==> config.mk <==
export PLATFORM = sky130hd
export DESIGN_NAME = r29_int4
export DESIGN_NICKNAME = d
export VERILOG_FILES = /design/src/rtl/r29_int4_pkg.sv /design/src/rtl/r29_int4_counter.sv /design/src/rtl/r29_int4.sv
export SDC_FILE = /design/constraint.sdc
export NUM_CORES = 1
export LEC_CHECK = 0
export CORE_MARGIN = 2
export CORE_UTILIZATION = 50
export CTS_CLUSTER_DIAMETER = 40
export DETAILED_ROUTE_END_ITERATION = 10
export GPL_ROUTABILITY_DRIVEN = 0
export HOLD_SLACK_MARGIN = 0.1
export PLACE_DENSITY = 0.81
export SLEW_MARGIN = 20
export SYNTH_ARGS = -nofsm -noshare
export SYNTH_HDL_FRONTEND = slang
export SYNTH_HIERARCHICAL = 1
export SYNTH_SLANG_ARGS = --single-unit
==> constraint.sdc <==
create_clock -name clk -period 3.93 [get_ports clk]
set_input_delay 0.9825 -clock clk [delete_from_list [all_inputs] [get_ports clk]]
set_output_delay 0.9825 -clock clk [all_outputs]
set_load 0.03 [all_outputs]
==> src/rtl/r29_int4_pkg.sv <==
// r29_int4_pkg -- shared constants for the r29_int4 sum-histogram cell.
//   DEF_WORD_SIZE : default operand width (unsigned operands)
//   DEF_REG_SIZE  : default width of each histogram counter
//   NUM_BINS      : number of histogram bins (operand sums 2..30)
//   BIN_OFFSET    : smallest counted sum, subtracted to form the bin index
package r29_int4_pkg;

   localparam int unsigned DEF_WORD_SIZE = 4;
   localparam int unsigned DEF_REG_SIZE  = 16;
   localparam int unsigned NUM_BINS      = 29;
   localparam int unsigned BIN_OFFSET    = 2;

endpackage : r29_int4_pkg

==> src/rtl/r29_int4_counter.sv <==
// r29_int4_counter -- one histogram bin counter.
//   clk     : clock, rising edge
//   rst_n   : asynchronous active-low clear
//   inc_i   : add one on the next rising edge
//   count_o : current count, straight from the register
// Overflow: with R29_INT4_SAT_EN defined the count sticks at all-ones,
// otherwise it wraps to zero.
module r29_int4_counter
   import r29_int4_pkg::*;
#(
   parameter int unsigned REG_SIZE = DEF_REG_SIZE
) (
   input  logic                clk,
   input  logic                rst_n,
   input  logic                inc_i,
   output logic [REG_SIZE-1:0] count_o
);

   logic [REG_SIZE-1:0] cnt_q;
   logic [REG_SIZE-1:0] cnt_d;

   always_comb begin
      cnt_d = cnt_q;
      if (inc_i) begin
`ifdef R29_INT4_SAT_EN
         if (cnt_q != '1) begin
            cnt_d = cnt_q + REG_SIZE'(1);
         end
`else
         cnt_d = cnt_q + REG_SIZE'(1);
`endif
      end
   end

   always_ff @(posedge clk or negedge rst_n) begin
      if (!rst_n) begin
         cnt_q <= '0;
      end else begin
         cnt_q <= cnt_d;
      end
   end

   assign count_o = cnt_q;

endmodule : r29_int4_counter

==> src/rtl/r29_int4.sv <==
// r29_int4 -- systolic cell that forwards its operands one cycle east/south
// and histograms the operand sum a+b (sums 2..30) into 29 counters.
//   clk               : sole clock, rising edge
//   rst               : asynchronous active-low reset
//   clk2              : reserved, no functional effect
//   left_in / top_in  : unsigned operands A / B
//   fsm_out_select_in : 1 = count, 0 = hold/readout
//   right_out         : left_in delayed one cycle
//   bottom_out        : top_in delayed one cycle
//   counter_out       : C0..C28 concatenated, C0 in the low REG_SIZE bits
// Build option: define R29_INT4_SAT_EN for saturating counters (default wraps).
module r29_int4
   import r29_int4_pkg::*;
#(
   parameter int unsigned WORD_SIZE = DEF_WORD_SIZE,
   parameter int unsigned REG_SIZE  = DEF_REG_SIZE
) (
   input  logic                         clk,
   input  logic                         rst,
   input  logic                         clk2,
   input  logic [WORD_SIZE-1:0]         left_in,
   input  logic [WORD_SIZE-1:0]         top_in,
   input  logic                         fsm_out_select_in,
   output logic [WORD_SIZE-1:0]         right_out,
   output logic [WORD_SIZE-1:0]         bottom_out,
   output logic [NUM_BINS*REG_SIZE-1:0] counter_out
);

   logic [WORD_SIZE-1:0] a_q;
   logic [WORD_SIZE-1:0] b_q;
   logic                 en_q;
   logic [WORD_SIZE:0]   sum_w;
   logic [WORD_SIZE:0]   bin_w;
   logic                 hit_w;
   logic [NUM_BINS-1:0]  inc_w;
   logic                 unused_clk2;

   assign unused_clk2 = clk2;

   // Stage 1: operand/enable capture.
   always_ff @(posedge clk or negedge rst) begin
      if (!rst) begin
         a_q  <= '0;
         b_q  <= '0;
         en_q <= 1'b0;
      end else begin
         a_q  <= left_in;
         b_q  <= top_in;
         en_q <= fsm_out_select_in;
      end
   end

   // The forwarded operands are exactly the stage-1 operand registers.
   assign right_out  = a_q;
   assign bottom_out = b_q;

   // Bin decode: a zero operand never counts; the range check only matters
   // for WORD_SIZE > 4, where sums can exceed the last bin.
   always_comb begin
      sum_w = (WORD_SIZE+1)'(a_q) + (WORD_SIZE+1)'(b_q);
      bin_w = sum_w - (WORD_SIZE+1)'(BIN_OFFSET);
      hit_w = en_q && (a_q != '0) && (b_q != '0);
      inc_w = '0;
      for (int unsigned i = 0; i < NUM_BINS; i++) begin
         if (hit_w && (32'(bin_w) == i)) begin
            inc_w[i] = 1'b1;
         end
      end
   end

   for (genvar g = 0; g < NUM_BINS; g++) begin : g_bin
      r29_int4_counter #(
         .REG_SIZE (REG_SIZE)
      ) u_cnt (
         .clk     (clk),
         .rst_n   (rst),
         .inc_i   (inc_w[g]),
         .count_o (counter_out[g*REG_SIZE +: REG_SIZE])
      );
   end

endmodule : r29_int4

Word-level counts from Yosys, hierarchy flattened --
Index checks and enable logic that the tools add are counted.
Cells by class: add/subtract/negate cells 31, multiply operators 0, div/mod/pow operators 0, magnitude comparators 0, equal/unequal tests 28, shifts and indexed selects 0, multiplexer cells 29, bitwise gates (word level) 0, reductions and logical operators 34
Operators with widths (count):
- adder 16 x 1 -> 16 bit, second input constant | 29
- == test 5 bit, second input constant | 13
- == test 5 x 4 -> 1 bit, second input constant | 8
- logical AND 1 bit | 31
- 2-to-1 mux 1 bit | 29
- == test 5 x 3 -> 1 bit, second input constant | 4
- == test 5 x 2 -> 1 bit, second input constant | 2
- nonzero test 4 bit | 2
- adder 4 x 4 -> 5 bit | 1
- == test 5 x 1 -> 1 bit, second input constant | 1
- zero test 5 bit | 1
- subtractor 5 x 2 -> 5 bit, second input constant | 1
Word-level totals: register bits after elaboration 473, latch bits 0, memory bits (writable) 0, memory bits (read-only) 0, bits of input ports 12, output and inout bits 472, memories 0

Longest topological paths before layout --
Gate-level depths: netlist of run 1.
depth after elaboration 5, gate-level depth with buffers 13, depth with buffers taken out 13

By module --
Netlist of run 1, hierarchy kept.
By module, submodules not included:
- r29_int4_counter | instances 29, cells each 56, area an instance 695.7 um2, sequential area each 400.4 um2
- r29_int4 | instances 1, cells each 92, area an instance 694.4 um2, sequential area each 225.2 um2

Worst setup path before layout of run 1 --
No wires, ideal clock.
kind register -> register, from register a_q[1] (netlist: right_out[1]), to register g_bin[13].u_cnt.cnt_q[12], arrival time 3617 ps, data required time 3850 ps, slack 232 ps, stages on the path, launching flop included 13, path buffers 0, clock period less this slack 3698 ps, cells stage by stage dfrtp_1 inv_1 ha_1 inv_1 ha_1 fa_1 xnor2_1 nor3b_1 nor4b_1 nand4_4 nor3_2 and4_1 xor2_1
On the way: longest elaborated chain between the ends 5, elaborated cells on any way between the ends 8, classes of those cells add/sub (2); eq/ne (1); mux (1); reduce/logical (4)
RTL lines:
- start, declared | RTL line r29_int4.sv:29 | logic [WORD_SIZE-1:0] a_q;
- start signal, assigned | RTL line r29_int4.sv:47 | a_q <= left_in;
- adder 4 x 4 -> 5 bit or nonzero test 4 bit (tied branches) | RTL line r29_int4.sv:60, r29_int4.sv:62
- subtractor 5 x 2 -> 5 bit or logical AND 1 bit (tied branches) | RTL line r29_int4.sv:61, r29_int4.sv:62
- == test 5 x 4 -> 1 bit or logical AND 1 bit (tied branches) | RTL line r29_int4.sv:65, r29_int4.sv:62
- logical AND 1 bit (*) | RTL line r29_int4.sv:65 | if (hit_w && (32'(bin_w) == i)) begin
- 2-to-1 mux 1 bit (*) | RTL line r29_int4.sv:65
- named net inc_w[13] | RTL line r29_int4.sv:35 | logic [NUM_BINS-1:0] inc_w;
- end signal, assigned | RTL line r29_int4_counter.sv:39 | cnt_q <= cnt_d;
- end, declared | RTL line r29_int4_counter.sv:19 | logic [REG_SIZE-1:0] cnt_q;
Mark *: on every way through the listed nets, which the timed path passes. The rest lies on a longest branch. A chain may end at the register's enable or synchronous reset.

Final worst setup path of run 1 --
from register b_q[1] (netlist: bottom_out[1]), to register g_bin[25].u_cnt.cnt_q[12]
On the way: longest elaborated chain between the ends 5, elaborated cells on any way between the ends 7, classes of those cells add/sub (2); eq/ne (1); mux (1); reduce/logical (3)
RTL lines:
- start, declared | RTL line r29_int4.sv:30 | logic [WORD_SIZE-1:0] b_q;
- start signal, assigned | RTL line r29_int4.sv:48 | b_q <= top_in;
- adder 4 x 4 -> 5 bit | RTL line r29_int4.sv:60 | sum_w = (WORD_SIZE+1)'(a_q) + (WORD_SIZE+1)'(b_q);
- subtractor 5 x 2 -> 5 bit | RTL line r29_int4.sv:61 | bin_w = sum_w - (WORD_SIZE+1)'(BIN_OFFSET);
- == test 5 bit | RTL line r29_int4.sv:65
- logical AND 1 bit (*) | RTL line r29_int4.sv:65
- 2-to-1 mux 1 bit (*) | RTL line r29_int4.sv:65
- named net inc_w[25] | RTL line r29_int4.sv:35
- end signal, assigned | RTL line r29_int4_counter.sv:39
- end, declared | RTL line r29_int4_counter.sv:19
Marked as above.

==> Implementation_results.wiki, run 1 <==
{| class="wikitable"
! Metric !! Value
|-
| Result of the run || finished clean
|-
| WP data arrival || 4.01 ns
|-
| Cell type of the slowest stage on the worst timing path || sky130_fd_sc_hd__nor2_1
|-
| Syn_nets || ~1800
|-
| Slew at the pin with the worst max-slew slack || between 0.8 and 0.9 ns
|-
| Final number of max-transition violations || 0
|-
| Hold Fails Final Rpt || 0
|-
| Start point of the critical path || bottom_out[1]
|-
| Type of the worst setup path || reg2reg
|-
| Worst Reg-to-Reg Cells || 13
|-
| Setup repair after global routing missed its margin || no
|-
| Setup TNS || 0 ns
|-
| Ratio of final minimum period to clock period || 89.5%
|-
| Drt drc || 0
|-
| Number of clock buffers inserted by TritonCTS || 66
|-
| Global route overflow || 0
|-
| Number of nets still failing antenna checks after routing || 0
|-
| Die area || 43400 µm²
|-
| Number of rows in the core area || 74
|-
| Count of state elements after synthesis || 473
|-
| Number of antenna violations at the first check in global routing || 1
|-
| Share of final-layout standard cells stronger than drive strength 1 || approximately 10%
|-
| Worst Path Buf+Inv || 2
|-
| Number of vias per cell after detailed routing || 5.30
|-
| Tmin final || 3.52 ns
|-
| Syn Area/Cell || 12.2 µm²
|-
| Most frequent cells in the layout || sky130_fd_sc_hd__clkdlybuf4s50_1, sky130_fd_sc_hd__dfrtp_1, sky130_fd_sc_hd__xnor2_1, sky130_fd_sc_hd__xor2_1, sky130_fd_sc_hd__nand2_1
|-
| Detailed Route WL || 54400 µm
|-
| Largest vdd supply drop || 393 µV
|-
| Category of the worst setup path capture point || flip-flop
|-
| Initial Util || approximately half
|-
| Total setup violations reported at the end of the flow || 0
|-
| Flop2flop setup slack || around 0.41 ns
|-
| Total half-perimeter wirelength after legalization and detailed placement || slightly below 40000 µm
|-
| Max-cap violation count || 0
|-
| First-pass GRT wire length || 87400 µm
|-
| Cell Count, Final, Fillers Out || 2886
|-
| TritonCTS clock tree || yes
|-
| Worst clock skew on the final layout || 0.0207 ns
|-
| Portion of the post-synthesis area used by sequential elements || 56.7%
|-
| Via count of the first global-routing pass || 16000
|-
| DP Cell Count || 2765
|-
| CTS root buf || sky130_fd_sc_hd__clkbuf_16
|-
| Number of top-level pins || a little under 500
|-
| Worst-Skew Late Latency || around 0.57 ns
|-
| Ordered list of cells on the worst path || inv_1 -> ha_1 -> inv_1 -> ha_1 -> fa_1 -> xnor2_1 -> nor2_1 -> nand2_1 -> nor2_1 -> nand4_4 -> nor3_2 -> and4_1 -> xor2_1
|-
| Cell Pwr Density || ~460 nW/µm²
|-
| Port-buffer cells || 482
|-
| Most common cell after layout, fill and taps aside || sky130_fd_sc_hd__clkdlybuf4s50_1
|-
| Largest delay contributor family on the critical path || simple AND/OR/NAND/NOR gates
|-
| Yosys cell types || 26
|-
| Maximum clock frequency || roughly 0.28 GHz
|-
| Max-slew headroom at the worst pin || 42.5%
|-
| H-Tree Level Count || 3
|-
| Post-synthesis instance total || 1716
|-
| Number of warnings printed during yosys synthesis || 6
|-
| Number of detailed-route iterations in the first pass || 7
|-
| Leakage power of the design || around 13 nW
|-
| Post-synthesis to final-layout area growth || 39.0%
|-
| Number of buffers inserted to repair setup after CTS || 0
|-
| Number of buffers inserted by hold repair at cts || 0
|-
| Netlist Area Pre-Place || 20900 µm²
|-
| Total clock sinks || 473
|-
| Largest fanout of any net on the critical path || 6
|-
| CTS resizes || 0
|-
| Largest incremental delay on the critical path || 0.52 ns
|-
| Total Routing Usage GR || 25.1%
|-
| Overall die height || 208 µm
|-
| Placeable core area || 41000 µm²
|-
| Detailed Route Iter0 Violations || 835
|-
| Clock-pin slew reported for the worst setup and hold paths after clock tree synthesis || 0.05 ns
|-
| Required @ worst endpoint || 4.42 ns
|-
| Worst r2r src || bottom_out[1]
|-
| Net count of the finished layout || 2350
|-
| Total vias in the final route || 15300
|-
| Pin count of the biggest net entering global routing || 77
|-
| Post-DR wirelength/cell || 18.8 µm
|-
| Class of the tightest hold or removal check || in2async
|-
| Buffer depth of the longest clock path || 3
|-
| Startpoint type of the worst setup path || flip-flop
|-
| Horiz. Die Dim || approximately 210 µm
|-
| End of the worst register-to-register path || g_bin[25].u_cnt/count_o[12]
|}
worst reg2reg max path: cells and delay by family (launching register included):
kind,cells,cell delay [ns]
buf+inv,2,0.10
simple gates,6,1.70
flops,1,0.41
xor+xnor,2,0.34
fa+ha+maj,3,0.90
registers in the layout (all words and copies together), names as in the netlist:
| signal | count |
|---|---|
| bottom_out | 4 |
| en_q | 1 |
| g_bin.u_cnt/count_o | 464 |
| right_out | 4 |
how the worst max path moves through the flow:
stage,endpoint,slack [ns],cells after the start
after detailed placement,g_bin[19].u_cnt/count_o[12],0.40,13
final,g_bin[25].u_cnt/count_o[12],0.41,13
after global placement,g_bin[19].u_cnt/count_o[12],0.48,13
after global routing,g_bin[19].u_cnt/count_o[12],0.18,13
after floorplan,g_bin[13].u_cnt/count_o[12],0.23,12
after CTS,g_bin[1].u_cnt/count_o[12],0.39,13
cell usage after synthesis (all sizes together):
master,count,area [µm²]
nand3,146,731
nor4,32,200
buf,2,12.5
dfrtp,473,11800
nand2,158,593
a21o,1,7.51
xor2,176,1540
fa,1,20.0
nand4,116,1160
and4,29,254
and3,29,181
o41ai,2,25.0
ha,36,450
a21oi,1,8.76
nor3b,1,7.51
nor4b,2,17.5
mux2,29,327
and2,1,6.26
xnor2,263,2300
inv,41,154
nor2,116,435
nor3,61,596
per-stage QoR:
stage          power (mW)  setup WS, ns  utilization [%]  area [µm²]  hold slack (ns)
2_1_floorplan        6.51         0.232                -       20900            0.654
3_3_place_gp         7.44         0.482             65.1       26700            0.461
3_5_place_dp         7.50         0.403             65.1       26700            0.462
4_1_cts              13.6         0.385             70.7       29000            0.408
5_1_grt              14.0         0.181             70.7       29000            0.433
6_report             13.5         0.412             70.7       29000            0.407
where the power goes:
group          internal [mW]  switching (mW)  leakage, nW  total [mW]
sequential              5.13           0.501         6.53        5.63
clock                   3.86            2.20         1.12        6.06
combinational          0.711            1.07         5.61        1.78
total                   9.70            3.77         13.2        13.5
cell type report:
cell class | instances | area, µm²
Clock inverter | 30 | 330
Timing Repair Buffer | 519 | 5170
Multi-Input combinational cell | 1200 | 8890
Inverter | 41 | 154
Tap cell | 532 | 666
Clock buffer | 90 | 1970
Antenna cell | 1 | 2.50
Sequential cell | 473 | 11800
Fill cell | 2799 | 12000
cell families (layout without fill, tap and decap cells):
group | count (synthesis) | count (layout) | share of synthesized area [%]
AOI/OAI and AO/OA | 4 | 4 | 0.198
buffers and inverters | 43 | 680 | 0.797
xor gates and xnor gates | 439 | 439 | 18.4
other | 0 | 1 | 0
DFF | 473 | 473 | 56.7
adders and majority gates | 37 | 37 | 2.25
muxes | 29 | 29 | 1.56
and+or+nand+nor | 691 | 691 | 20.0
metal layers:
layer | track usage, % | part of all wire [%] | up-vias | wire length (µm)
li1 | - | - | 7109 | -
met1 | 30.1 | 40 | 7590 | 21700
met2 | 41.5 | 49 | 467 | 26400
met3 | 7.26 | 7.0 | 144 | 3800
met4 | 12.2 | 4.5 | 0 | 2440
met5 | 0 | 0 | - | 0
No activity file was read; power rests on OpenSTA's default activity.
==> inputs of run 2 (changes only) <==
--- a/config.mk
+++ b/config.mk
@@ -8,6 +8,7 @@
 export CORE_MARGIN = 2
 export CORE_UTILIZATION = 50
 export CTS_CLUSTER_DIAMETER = 40
+export CTS_CLUSTER_SIZE = 30
 export DETAILED_ROUTE_END_ITERATION = 10
 export GPL_ROUTABILITY_DRIVEN = 0
 export HOLD_SLACK_MARGIN = 0.1
==> Implementation_results.wiki, run 2 (synthesis results as in run 1) <==
{| class="wikitable"
! Metric !! Value
|-
| Result of the run || finished clean
|-
| Internal power consumption || between 9 and 10 mW
|-
| Cell Pwr Density || 465 nW/µm²
|-
| Class of the tightest hold or removal check || in2async
|-
| Type of the worst setup path || reg2reg
|-
| Worst path setup slack after routing || 0.396 ns
|-
| Detailed Route WL || 54500 µm
|-
| Initial Util || 50.9%
|-
| Horiz. Die Dim || 208 µm
|-
| Ratio of final minimum period to clock period || between 80% and 90%
|-
| Max-cap violation count || 0
|-
| Port-buffer cells || roughly 480
|-
| CTS resizes || 0
|-
| Pin count of the biggest net entering global routing || 77
|-
| Post-DR wirelength/cell || roughly 19 µm
|-
| Combinational share of power || 13.2%
|-
| Worst Path Buf+Inv || 2
|-
| Net Switching || between 3 and 4 mW
|-
| Maximum clock frequency || 0.283 GHz
|-
| Number of clock buffers inserted by TritonCTS || 66
|-
| Destination of the critical timing path || g_bin[25].u_cnt/count_o[12]
|-
| Start point of the critical path || bottom_out[1]
|-
| Global route overflow || 0
|-
| Net count of the finished layout || 2350
|-
| Clock-pin slew reported for the worst setup and hold paths after clock tree synthesis || 0.06 ns
|-
| First-pass GRT wire length || 87500 µm
|-
| Final number of max-transition violations || 0
|-
| H-Tree Level Count || 3
|-
| WP data arrival || 4.03 ns
|-
| Largest delay contributor family on the critical path || simple AND/OR/NAND/NOR gates
|-
| Category of the worst setup path capture point || flip-flop
|-
| Number of top-level pins || 484
|-
| CTS root buf || sky130_fd_sc_hd__clkbuf_16
|-
| Clk pwr share || 45.1%
|-
| Flop2flop setup slack || 0.40 ns
|-
| Number of vias per cell after detailed routing || 5.32
|-
| Number of rows in the core area || 74
|-
| Worst r2r src || bottom_out[1]
|-
| Post-route standard cell area excluding fillers || 29000 µm²
|-
| Largest incremental delay on the critical path || 0.54 ns
|-
| Largest vdd supply drop || 392 µV
|-
| Post-synthesis to final-layout area growth || 39.0%
|-
| Most common cell after layout, fill and taps aside || sky130_fd_sc_hd__clkdlybuf4s50_1
|-
| Number of detailed-route iterations in the first pass || 7
|-
| Hold Worst Slack || 0.405 ns
|-
| Worst Reg-to-Reg Cells || 13
|-
| Total half-perimeter wirelength after legalization and detailed placement || just under 40000 µm
|-
| Setup TNS || 0 ns
|-
| TritonCTS clock tree || yes
|-
| Tmin final || between 3 and 4 ns
|-
| Hold Fails Final Rpt || 0
|-
| Number of antenna violations at the first check in global routing || 1
|-
| Sw frac || 28.1%
|-
| Overall die height || 208 µm
|-
| Buffer depth of the longest clock path || 3
|-
| Worst-Skew Late Latency || 0.57 ns
|-
| Most frequent cells in the layout || sky130_fd_sc_hd__clkdlybuf4s50_1, sky130_fd_sc_hd__dfrtp_1, sky130_fd_sc_hd__xnor2_1, sky130_fd_sc_hd__xor2_1, sky130_fd_sc_hd__nand2_1
|-
| Number of flip-flops in the largest register || 464
|-
| Startpoint type of the worst setup path || flip-flop
|-
| Leakage power of the design || 13.3 nW
|-
| Ordered list of cells on the worst path || inv_1 -> ha_1 -> inv_1 -> ha_1 -> fa_1 -> xnor2_1 -> nor2_1 -> nand2_1 -> nor2_1 -> nand4_4 -> nor3_2 -> and4_1 -> xor2_1
|-
| End of the worst register-to-register path || g_bin[25].u_cnt/count_o[12]
|-
| Path length in cells of the critical path || 13
|-
| Number of nets still failing antenna checks after routing || 0
|-
| Placeable core area || between 40000 and 50000 µm²
|-
| Total clock sinks || 473
|-
| Total vias in the final route || 15300
|-
| Max-slew headroom at the worst pin || 42.5%
|-
| Fill cell count || roughly 2800
|-
| Setup repair after global routing missed its margin || no
|-
| Required @ worst endpoint || 4.42 ns
|-
| Via count of the first global-routing pass || 16000
|-
| Pre-CTS setup slack || 0.403 ns
|-
| Sequential share of power || 41.7%
|-
| Number of buffers inserted by hold repair at cts || 0
|-
| Number of buffers inserted to repair setup after CTS || 0
|-
| Slew at the pin with the worst max-slew slack || 0.858 ns
|-
| Worst clock skew on the final layout || between 0.02 and 0.025 ns
|-
| Die area || between 40000 and 50000 µm²
|-
| Detailed Route Iter0 Violations || 826
|-
| Largest fanout of any net on the critical path || 6
|-
| Placed Area || 26700 µm²
|-
| Total setup violations reported at the end of the flow || 0
|-
| Share of final-layout standard cells stronger than drive strength 1 || a little over 10%
|-
| Cell type of the slowest stage on the worst timing path || sky130_fd_sc_hd__nor2_1
|-
| Drt drc || 0
|-
| Total Routing Usage GR || between 20% and 30%
|}
run 2: metrics by stage:
step | cells | utilization, % | power (mW)
after floorplan | 1716 | - | 6.51
after global routing | 2886 | 70.7 | 14.0
after global placement | 2765 | 65.1 | 7.44
final | 2886 | 70.7 | 13.5
after CTS | 2885 | 70.7 | 13.6
after detailed placement | 2765 | 65.1 | 7.50
run 2: worst reg2reg max path: stages, from the launching register on:
cell and delay (ns):
sky130_fd_sc_hd__dfrtp_1 0.41, sky130_fd_sc_hd__inv_1 0.06, sky130_fd_sc_hd__ha_1 0.27, sky130_fd_sc_hd__inv_1 0.04, sky130_fd_sc_hd__ha_1 0.21, sky130_fd_sc_hd__fa_1 0.42, sky130_fd_sc_hd__xnor2_1 0.18, sky130_fd_sc_hd__nor2_1 0.24
sky130_fd_sc_hd__nand2_1 0.16, sky130_fd_sc_hd__nor2_1 0.54, sky130_fd_sc_hd__nand4_4 0.22, sky130_fd_sc_hd__nor3_2 0.31, sky130_fd_sc_hd__and4_1 0.25, sky130_fd_sc_hd__xor2_1 0.16
run 2: how the worst min path moves through the flow:
stage	from	endpoint	slack, ns	cells past startpoint
finish	rst	g_bin[18].u_cnt/count_o[2]	0.41	1
global route	rst	g_bin[18].u_cnt/count_o[2]	0.43	1
CTS	rst	g_bin[18].u_cnt/count_o[10]	0.41	1
detailed placement	g_bin[4].u_cnt/count_o[15]	g_bin[4].u_cnt/count_o[15]	0.46	1
global placement	g_bin[4].u_cnt/count_o[15]	g_bin[4].u_cnt/count_o[15]	0.46	1
floorplan	g_bin[0].u_cnt/count_o[15]	g_bin[0].u_cnt/count_o[15]	0.65	1
run 2: layout make-up:
cell class	count	area [µm²]	share of cell area [%]
Tap cell	532	666	2.29
Timing Repair Buffer	519	5170	17.8
Clock inverter	31	338	1.16
Sequential cell	473	11800	40.8
Inverter	41	154	0.530
Multi-Input combinational cell	1200	8890	30.6
Clock buffer	89	1960	6.77
Antenna cell	1	2.50	0.00862
run 2: power by group through the flow:
stage / clock, mW / sequential (mW) / combinational [mW]
2_1_floorplan: 0 / 6.10 / 0.411
3_3_place_gp: 0 / 5.69 / 1.75
3_5_place_dp: 0 / 5.70 / 1.80
4_1_cts: 6.20 / 5.63 / 1.82
5_1_grt: 6.41 / 5.68 / 1.92
6_report: 6.08 / 5.63 / 1.79
run 2: routing by layer:
layer  GRT usage, %  up-vias  routed length (µm)
met2           41.3      476               26200
li1               -     7110                   -
met3           7.43      154                3810
met5              0        -                   0
met4           12.8        0                2620
met1           30.2     7600               21900
